**config.mk**
```make
export PLATFORM = sky130hd
export DESIGN_NAME = s2p_nibble_deint
export DESIGN_NICKNAME = d
export VERILOG_FILES = /design/src/rtl/s2p_nibble_deint.sv
export SDC_FILE = /design/constraint.sdc
export NUM_CORES = 1
export LEC_CHECK = 0
export BUFFER_PORTS_ARGS = -buffer_cell sky130_fd_sc_hd__clkbuf_2
export CAP_MARGIN = 0
export CORE_UTILIZATION = 61
export CTS_BUF_LIST = sky130_fd_sc_hd__clkbuf_8
export CTS_CLUSTER_DIAMETER = 30
export CTS_CLUSTER_SIZE = 24
export DETAILED_ROUTE_END_ITERATION = 12
export PLACE_DENSITY = 0.78
export SLEW_MARGIN = 25
export SYNTH_ARGS = -nofsm -noshare
export SYNTH_HDL_FRONTEND = slang
export SYNTH_SLANG_ARGS = --single-unit
```
**constraint.sdc**
```tcl
create_clock -name clk -period 3.34 [get_ports clk]
set_input_delay 0.835 -clock clk [delete_from_list [all_inputs] [get_ports clk]]
set_output_delay 0.835 -clock clk [all_outputs]
set_load 0.005 [all_outputs]
```
**src/rtl/s2p_nibble_deint.sv**
```systemverilog
// Serial-to-parallel receiver: collects FRAME_BITS serial bits, re-emits them as MSB-first nibbles
// over a valid/ready handshake. Define S2P_DOUBLE_BUF_EN for ping-pong frame banks.
module s2p_nibble_deint #(
    parameter int unsigned FRAME_BITS = 64,
    parameter int unsigned CNT_W      = 8
) (
    input  logic       clk,
    input  logic       rst,
    input  logic       ser_in,
    input  logic       ser_en,
    output logic [3:0] nib_out,
    output logic       nib_valid,
    input  logic       nib_ready,
    output logic       nib_last,
    output logic       frame_err,
    output logic       ovf_err,
    output logic       busy
);

`ifdef S2P_DOUBLE_BUF_EN
    localparam int unsigned NBANK = 2;
`else
    localparam int unsigned NBANK = 1;
`endif

    localparam int unsigned NIBS  = FRAME_BITS / 4;
    localparam int unsigned IDX_W = $clog2(FRAME_BITS);
    localparam int unsigned NIB_W = $clog2(NIBS);
    localparam logic [NIB_W-1:0] LAST_NIB = NIB_W'(NIBS - 1);
    localparam logic [CNT_W-1:0] LAST_BIT = CNT_W'(FRAME_BITS - 1);

    typedef enum logic {
        COLLECT,
        DRAIN
    } state_t;

    state_t                             state, state_n;
    logic [CNT_W-1:0]                   bit_cnt, bit_cnt_n;
    logic [NIB_W-1:0]                   nib_idx, nib_idx_n;
    logic [NBANK-1:0][FRAME_BITS-1:0]   bank_data;
    logic [NBANK-1:0]                   bank_full, full_n;
    logic                               wr_bank, wr_bank_n;
    logic                               rd_bank, rd_bank_n;
    logic [FRAME_BITS-1:0]              rd_word;
    logic [3:0]                         nib_sel;
    logic [IDX_W-1:0]                   bit_idx;
    logic                               xfer, last_xfer, wr_free;
    logic                               accept, drop, frame_done, abort;

    assign nib_valid = (state == DRAIN);
    assign bit_idx   = bit_cnt[IDX_W-1:0];

    always_comb begin
        xfer       = nib_valid && nib_ready;
        last_xfer  = xfer && (nib_idx == LAST_NIB);
        // A bank freed by this cycle's final transfer may take the incoming bit immediately.
        wr_free    = !bank_full[wr_bank] || (last_xfer && (rd_bank == wr_bank));
        accept     = ser_en && wr_free;
        drop       = ser_en && !wr_free;
        frame_done = accept && (bit_cnt == LAST_BIT);
        abort      = !ser_en && (bit_cnt != '0);

        full_n = bank_full;
        if (last_xfer)
            full_n[rd_bank] = 1'b0;
        if (frame_done)
            full_n[wr_bank] = 1'b1;

        rd_bank_n = rd_bank;
        if (last_xfer)
            rd_bank_n = (NBANK == 2) ? ~rd_bank : rd_bank;
        wr_bank_n = wr_bank;
        if (frame_done)
            wr_bank_n = (NBANK == 2) ? ~wr_bank : wr_bank;

        state_n = full_n[rd_bank_n] ? DRAIN : COLLECT;

        nib_idx_n = nib_idx;
        if (last_xfer)
            nib_idx_n = '0;
        else if (xfer)
            nib_idx_n = nib_idx + NIB_W'(1);

        bit_cnt_n = bit_cnt;
        if (frame_done || abort)
            bit_cnt_n = '0;
        else if (accept)
            bit_cnt_n = bit_cnt + CNT_W'(1);
    end

    always_comb begin
        rd_word = bank_data[rd_bank];
        nib_sel = '0;
        for (int unsigned j = 0; j < NIBS; j++) begin
            if (nib_idx == NIB_W'(j))
                nib_sel = rd_word[FRAME_BITS-1-4*j -: 4];
        end
    end

    assign nib_out  = nib_valid ? nib_sel : '0;
    assign nib_last = nib_valid && (nib_idx == LAST_NIB);
    assign busy     = (bit_cnt != '0) || nib_valid;

    always_ff @(posedge clk or negedge rst) begin
        if (!rst) begin
            state     <= COLLECT;
            bit_cnt   <= '0;
            nib_idx   <= '0;
            bank_data <= '0;
            bank_full <= '0;
            wr_bank   <= 1'b0;
            rd_bank   <= 1'b0;
            frame_err <= 1'b0;
            ovf_err   <= 1'b0;
        end else begin
            state     <= state_n;
            bit_cnt   <= bit_cnt_n;
            nib_idx   <= nib_idx_n;
            bank_full <= full_n;
            wr_bank   <= wr_bank_n;
            rd_bank   <= rd_bank_n;
            frame_err <= abort;
            ovf_err   <= ovf_err | drop;
            if (accept)
                bank_data[wr_bank][bit_idx] <= ser_in;
        end
    end

endmodule

```
# Word level (Yosys, flattened, before mapping)

Cells that the tools add are included.

Register bits: 80
Input port bits: 5
Output and inout bits: 9

$add $sub $neg: 2
$lt $le $gt $ge: 2
Eq/ne operators: 16
Mux-type cells: 27
Bitwise operators: 1
Reductions and logical operators: 18

Operators with widths:

| cell                                                                   | number |
|---|---|
| 4-bit 2-to-1 mux                                                       | 19 |
| 64-bit bitwise mux                                                     | 1 |
| 4-bit == test (second input constant)                                  | 8 |
| 4-bit by 3-bit == test with 1-bit output (second input constant)       | 4 |
| 8-bit 2-to-1 mux                                                       | 2 |
| 8-bit by 1-bit adder with 8-bit output (second input constant)         | 1 |
| 4-bit by 2-bit == test with 1-bit output (second input constant)       | 2 |
| 8-bit by 6-bit == test with 1-bit output (second input constant)       | 1 |
| 1-bit logical AND                                                      | 8 |
| 8-bit nonzero test                                                     | 1 |
| 6-bit by 7-bit < comparator with 1-bit output (second input constant)  | 1 |
| 1-bit demux with 6-bit select                                          | 1 |
| 6-bit by 1-bit >= comparator with 1-bit output (second input constant) | 1 |
| 4-bit by 1-bit adder with 4-bit output (second input constant)         | 1 |
| 4-bit by 1-bit == test with 1-bit output (second input constant)       | 1 |
| 4-bit zero test                                                        | 1 |
| 1-bit 2-to-1 mux                                                       | 4 |
| 2-bit nonzero test                                                     | 2 |
| 1-bit zero test                                                        | 3 |
| 1-bit logical OR                                                       | 3 |
| 1-bit OR                                                               | 1 |

# Depth between registers and ports, before layout

Word-level depth: 18
Mapped depth: 8

# Worst setup path before layout

Ideal clock, no wire load.

Path type: register to output
From: reg nib_idx[0]
To: out nib_out[1]
Arrival time: 1.785 ns
Required time: 2.505 ns
Path slack: 0.720 ns
Cell stages (with the launch flop): 8
Path buffers: 1
Cells stage by stage: dfrtp_1 -> ha_1 -> buf_2 -> clkinv_1 -> o22ai_1 -> a2111oi_0 -> o22ai_1 -> a211oi_1

Longest elaborated chain between the ends: 18
Elaborated cells between the ends (all ways): 33
Classes of those cells: eq/ne: 15; mux: 17; reduce/logical: 1

RTL lines:

| element                         | line | RTL |
|---|---|---|
| start, declared                 | 39   | `logic [NIB_W-1:0] nib_idx, nib_idx_n;` |
| start signal, assigned          | 118  | `nib_idx <= nib_idx_n;` |
| 4-bit zero test                 | 95   | `if (nib_idx == NIB_W'(j))` |
| 4-bit 2-to-1 mux (15 in series) | 95   |  |
| 4-bit 2-to-1 mux (*)            | 95   |  |
| 4-bit 2-to-1 mux (*)            | 100  | `assign nib_out = nib_valid ? nib_sel : '0;` |
| end, declared                   | 11   | `output logic [3:0] nib_out,` |

Mark *: on every way between the ends. The rest lies on a longest branch, timed or not.

# Final worst setup path

From: reg nib_idx[1]
To: out nib_out[3]

The elaborated chain is that of the path after synthesis.

==> flow_metrics.tcl <==
set metrics [dict create \
    syn-cell-area_um2 4460 \
    max_stage_delay_ns 0.43 \
    synth_nets 461 \
    drive_gt1_share_pct 16.5 \
    ys.flop_type "dfrtp_1" \
    cts_buffer_depth 2 \
    crit_chain "inv_1 > ha_2 > buf_4 > nand2b_1 > o221a_2 > o221ai_1 > a221o_1 > nand2_1 > clkbuf_2" \
    gp_congestion 0.962 \
    setup_violations 0 \
    end_kind "output pin" \
    fin_crit_ns 3.24 \
    multi_input_area_um2 2310 \
    clk_latency_ns 0.37 \
    cap_viol_max_count 0 \
    cts_max_level 3 \
    cp_num_buf_inv 3 \
    cts_buffers 9 \
    top_usage_layer "met2" \
    totalPowerFinal_mw 3.19 \
    core_um2 6940 \
    start_util_pct 64.3 \
    clk_pin_slew_worst_paths_ns 0.09 \
    synth-seq-area-share_pct 44.3 \
    grt_pass1_vias 3472 \
    p_per_area_nw_per_um2 661 \
    critPathArrivalTime_ns 2.41 \
    first_iter_violations 347 \
    antenna_found_initial 0 \
    gr-usage-met3_pct 10.2 \
    cts_hold_repair.buffers 0 \
    finalHoldViolations 0 \
    num-nets-final 472 \
    port_buffers 13 \
    num_vias 3599 \
    dieArea_um2 7660 \
    grtUsageMet1_pct 46.1 \
    fmax_mhz 308 \
    viasPerCell 6.40 \
    async_reset_ff_share_pct 100 \
    p_leak_nw 2.19 \
    fin_crit_sh_pct 97.1 \
    synth_edf_count 0 \
    avgRoutedWirePerCell_um 21.3 \
    drc 0 \
    synth_area_leaders "dfrtp_1 (44%), mux2_1 (13%), nor2_1 (4.6%)" \
    syn_avg_cell_area_um2 9.92 \
    postCtsSetupBuffers 0 \
    cts_root_buffer "clkbuf_8" \
    reg2regPathDepth 7 \
    synthCells 450 \
    ir_drop_uv 354 \
    diodes 0 \
    grt_setup_unrepaired "true" \
    grt_max_degree 80 \
    num-fill-cells 538 \
    pin_count 14 \
    area_growth_pct 7.96 \
    min_path_type "input pin to asynchronous set/reset pin" \
    die_w_um 87.5 \
    dp.final_hpwl_mm 8.39 \
    worstSetupPathType "flip-flop to output pin" \
    relSlewSlack_pct 32.2 \
    worstSetupStartpointType "flip-flop" \
    drt_wl_total_mm 12.0 \
    critPathSlowestCell "dfrtp_1" \
    row_count 30 \
    ff_latch_area_um2 1980 \
    chipHeight_um 87.5 \
    cts_tree "done" \
    final_util_pct 69.4 \
    cp_max_fo 9 \
    dr.pass1.iters 5 \
    synthDistinctLibCells 65 \
    drtAntennaViolNets 0 \
    crit_required_ns 2.50 \
    cp.depth 9 \
    clock_skew_ns 0.0135 \
    grt_pass1_wl_mm 18.9 \
    grt_use_total_pct 33.9 \
    synth-seq-cells 79 \
    tightestPinTransition_ns 1.02 \
    synth_top_area_share_pct 44.3 \
    clock_sinks 79 \
    gr-total-overflow 0 \
    critPathTopFamily "compound AO/OA/AOI/OAI gates" \
    use_met2_pct 50.5 \
    synth_top_area_cell "dfrtp_1" \
    yosys_warnings 0 \
    finalMaxSlewViolations 0 \
    status "finished, final reports clean" \
]
==> where the power goes <==
part / internal (mW) / leakage [nW] / switching, mW
clock: 0.286 / 0.0895 / 0.366
combinational: 0.542 / 1.03 / 0.791
sequential: 1.03 / 1.08 / 0.173
total: 1.86 / 2.19 / 1.33
==> worst reg2reg max path, cell delays in order (launching register included) <==
cell and delay (ns):
dfrtp_1 0.42, ha_2 0.31, buf_4 0.21, and4_1 0.23
o21ai_1 0.16, or4_1 0.68, nor2_4 0.18, mux2_1 0.33
==> per-stage QoR <==
step | worst slack, ns | instances | area [µm²] | TNS, ns | hold WS [ns]
after floorplan | 0.720 | 450 | 4460 | 0 | 0.438
after global placement | 0.415 | 546 | 4620 | 0 | 0.453
after detailed placement | 0.375 | 546 | 4620 | 0 | 0.455
after CTS | 0.0497 | 562 | 4800 | 0 | 0.474
after global routing | -0.0294 | 562 | 4820 | -0.0782 | 0.517
final | 0.0981 | 562 | 4820 | 0 | 0.466
==> layer usage <==
metal	vias to the layer above	share of wire, %
met1	1768	43
met2	173	46
met3	31	7.8
li1	1627	-
met4	0	3.3
met5	-	0
==> path summary, 6_finish.rpt <==
check,startpoint,to,slack (ns)
worst min register to register,ovf_err,ovf_err,0.47
worst max-delay path,nib_idx[1],nib_out[3],0.1
min in group clk,ovf_err,ovf_err,0.47
worst max register to register,nib_idx[1],bank_data[48],0.71
max in group asynchronous,rst,bank_data[33],2.33
worst min-delay path,rst,bank_data[14],0.47
==> Yosys cell counts (all sizes together) (2+ instances only) <==
library cell  instances
inv                  12
a2bb2oi               3
a211oi                6
clkinv                2
clkbuf               10
a22oi                 5
o221ai                2
dfrtp                79
nand2b                6
a31o                  2
nor3b                 2
nor2                 57
nor2b                 6
o22ai                 6
mux2                 59
or4                   3
or3                   2
nor4                  4
a21oi                18
nand3b                5
or2                   2
buf                  18
a21o                  2
or3b                  2
nand3                14
nand4                 6
a21boi                2
o21ai                25
nor3                  7
ha                    6
xor2                  3
o32a                  2
a221oi                6
o31ai                 2
xnor2                 3
nand2                46
==> registers in the layout, indices dropped and copies added (netlist names) <==
name and cells:
bank_data 64, bank_full 1, bit_cnt 8, frame_err 1, nib_idx 4, ovf_err 1
==> kinds of logic (layout without fill, tap and decap cells) <==
logic type	count (synthesis)	count (layout)	share of synthesized area, %
mux	59	59	14.9
simple gates	166	166	19.5
compound gates	92	92	14.2
flops	79	79	44.3
fa+ha+maj	6	6	1.68
xor+xnor	6	6	1.18
buf+inv	42	58	4.29
==> cell usage in the layout (no fill, tap or decap), types with 5 or more instances in the layout <==
master | netlist | final
nand2b_1 | 6 | 6
nor2_1 | 55 | 55
dfrtp_1 | 79 | 78
clkbuf_2 | 0 | 11
nor2b_1 | 6 | 6
o22ai_1 | 6 | 6
nand3_1 | 14 | 14
nand2_1 | 46 | 46
inv_1 | 11 | 12
a221oi_1 | 5 | 5
o21ai_1 | 7 | 7
a22oi_1 | 5 | 5
mux2_1 | 52 | 52
buf_4 | 0 | 15
clkbuf_8 | 0 | 10
o21ai_0 | 18 | 18
a211oi_1 | 6 | 6
a21oi_1 | 18 | 18
mux2_2 | 7 | 7
==> cell type report <==
cell class	count	share of cell area, %
Inverter	14	1.09
Tap cell	96	2.49
Clock buffer	10	2.86
Multi-Input combinational cell	329	47.9
Timing Repair Buffer	28	3.82
Sequential cell	79	41.1
Clock inverter	6	0.779
==> timing repair <==
item	4_1_cts	5_1_grt
gates cloned	0	0
resized for setup	2	4
endpoints found under the setup margin	3	3
pin swaps	0	0
No activity file was read; power rests on OpenSTA's default activity.
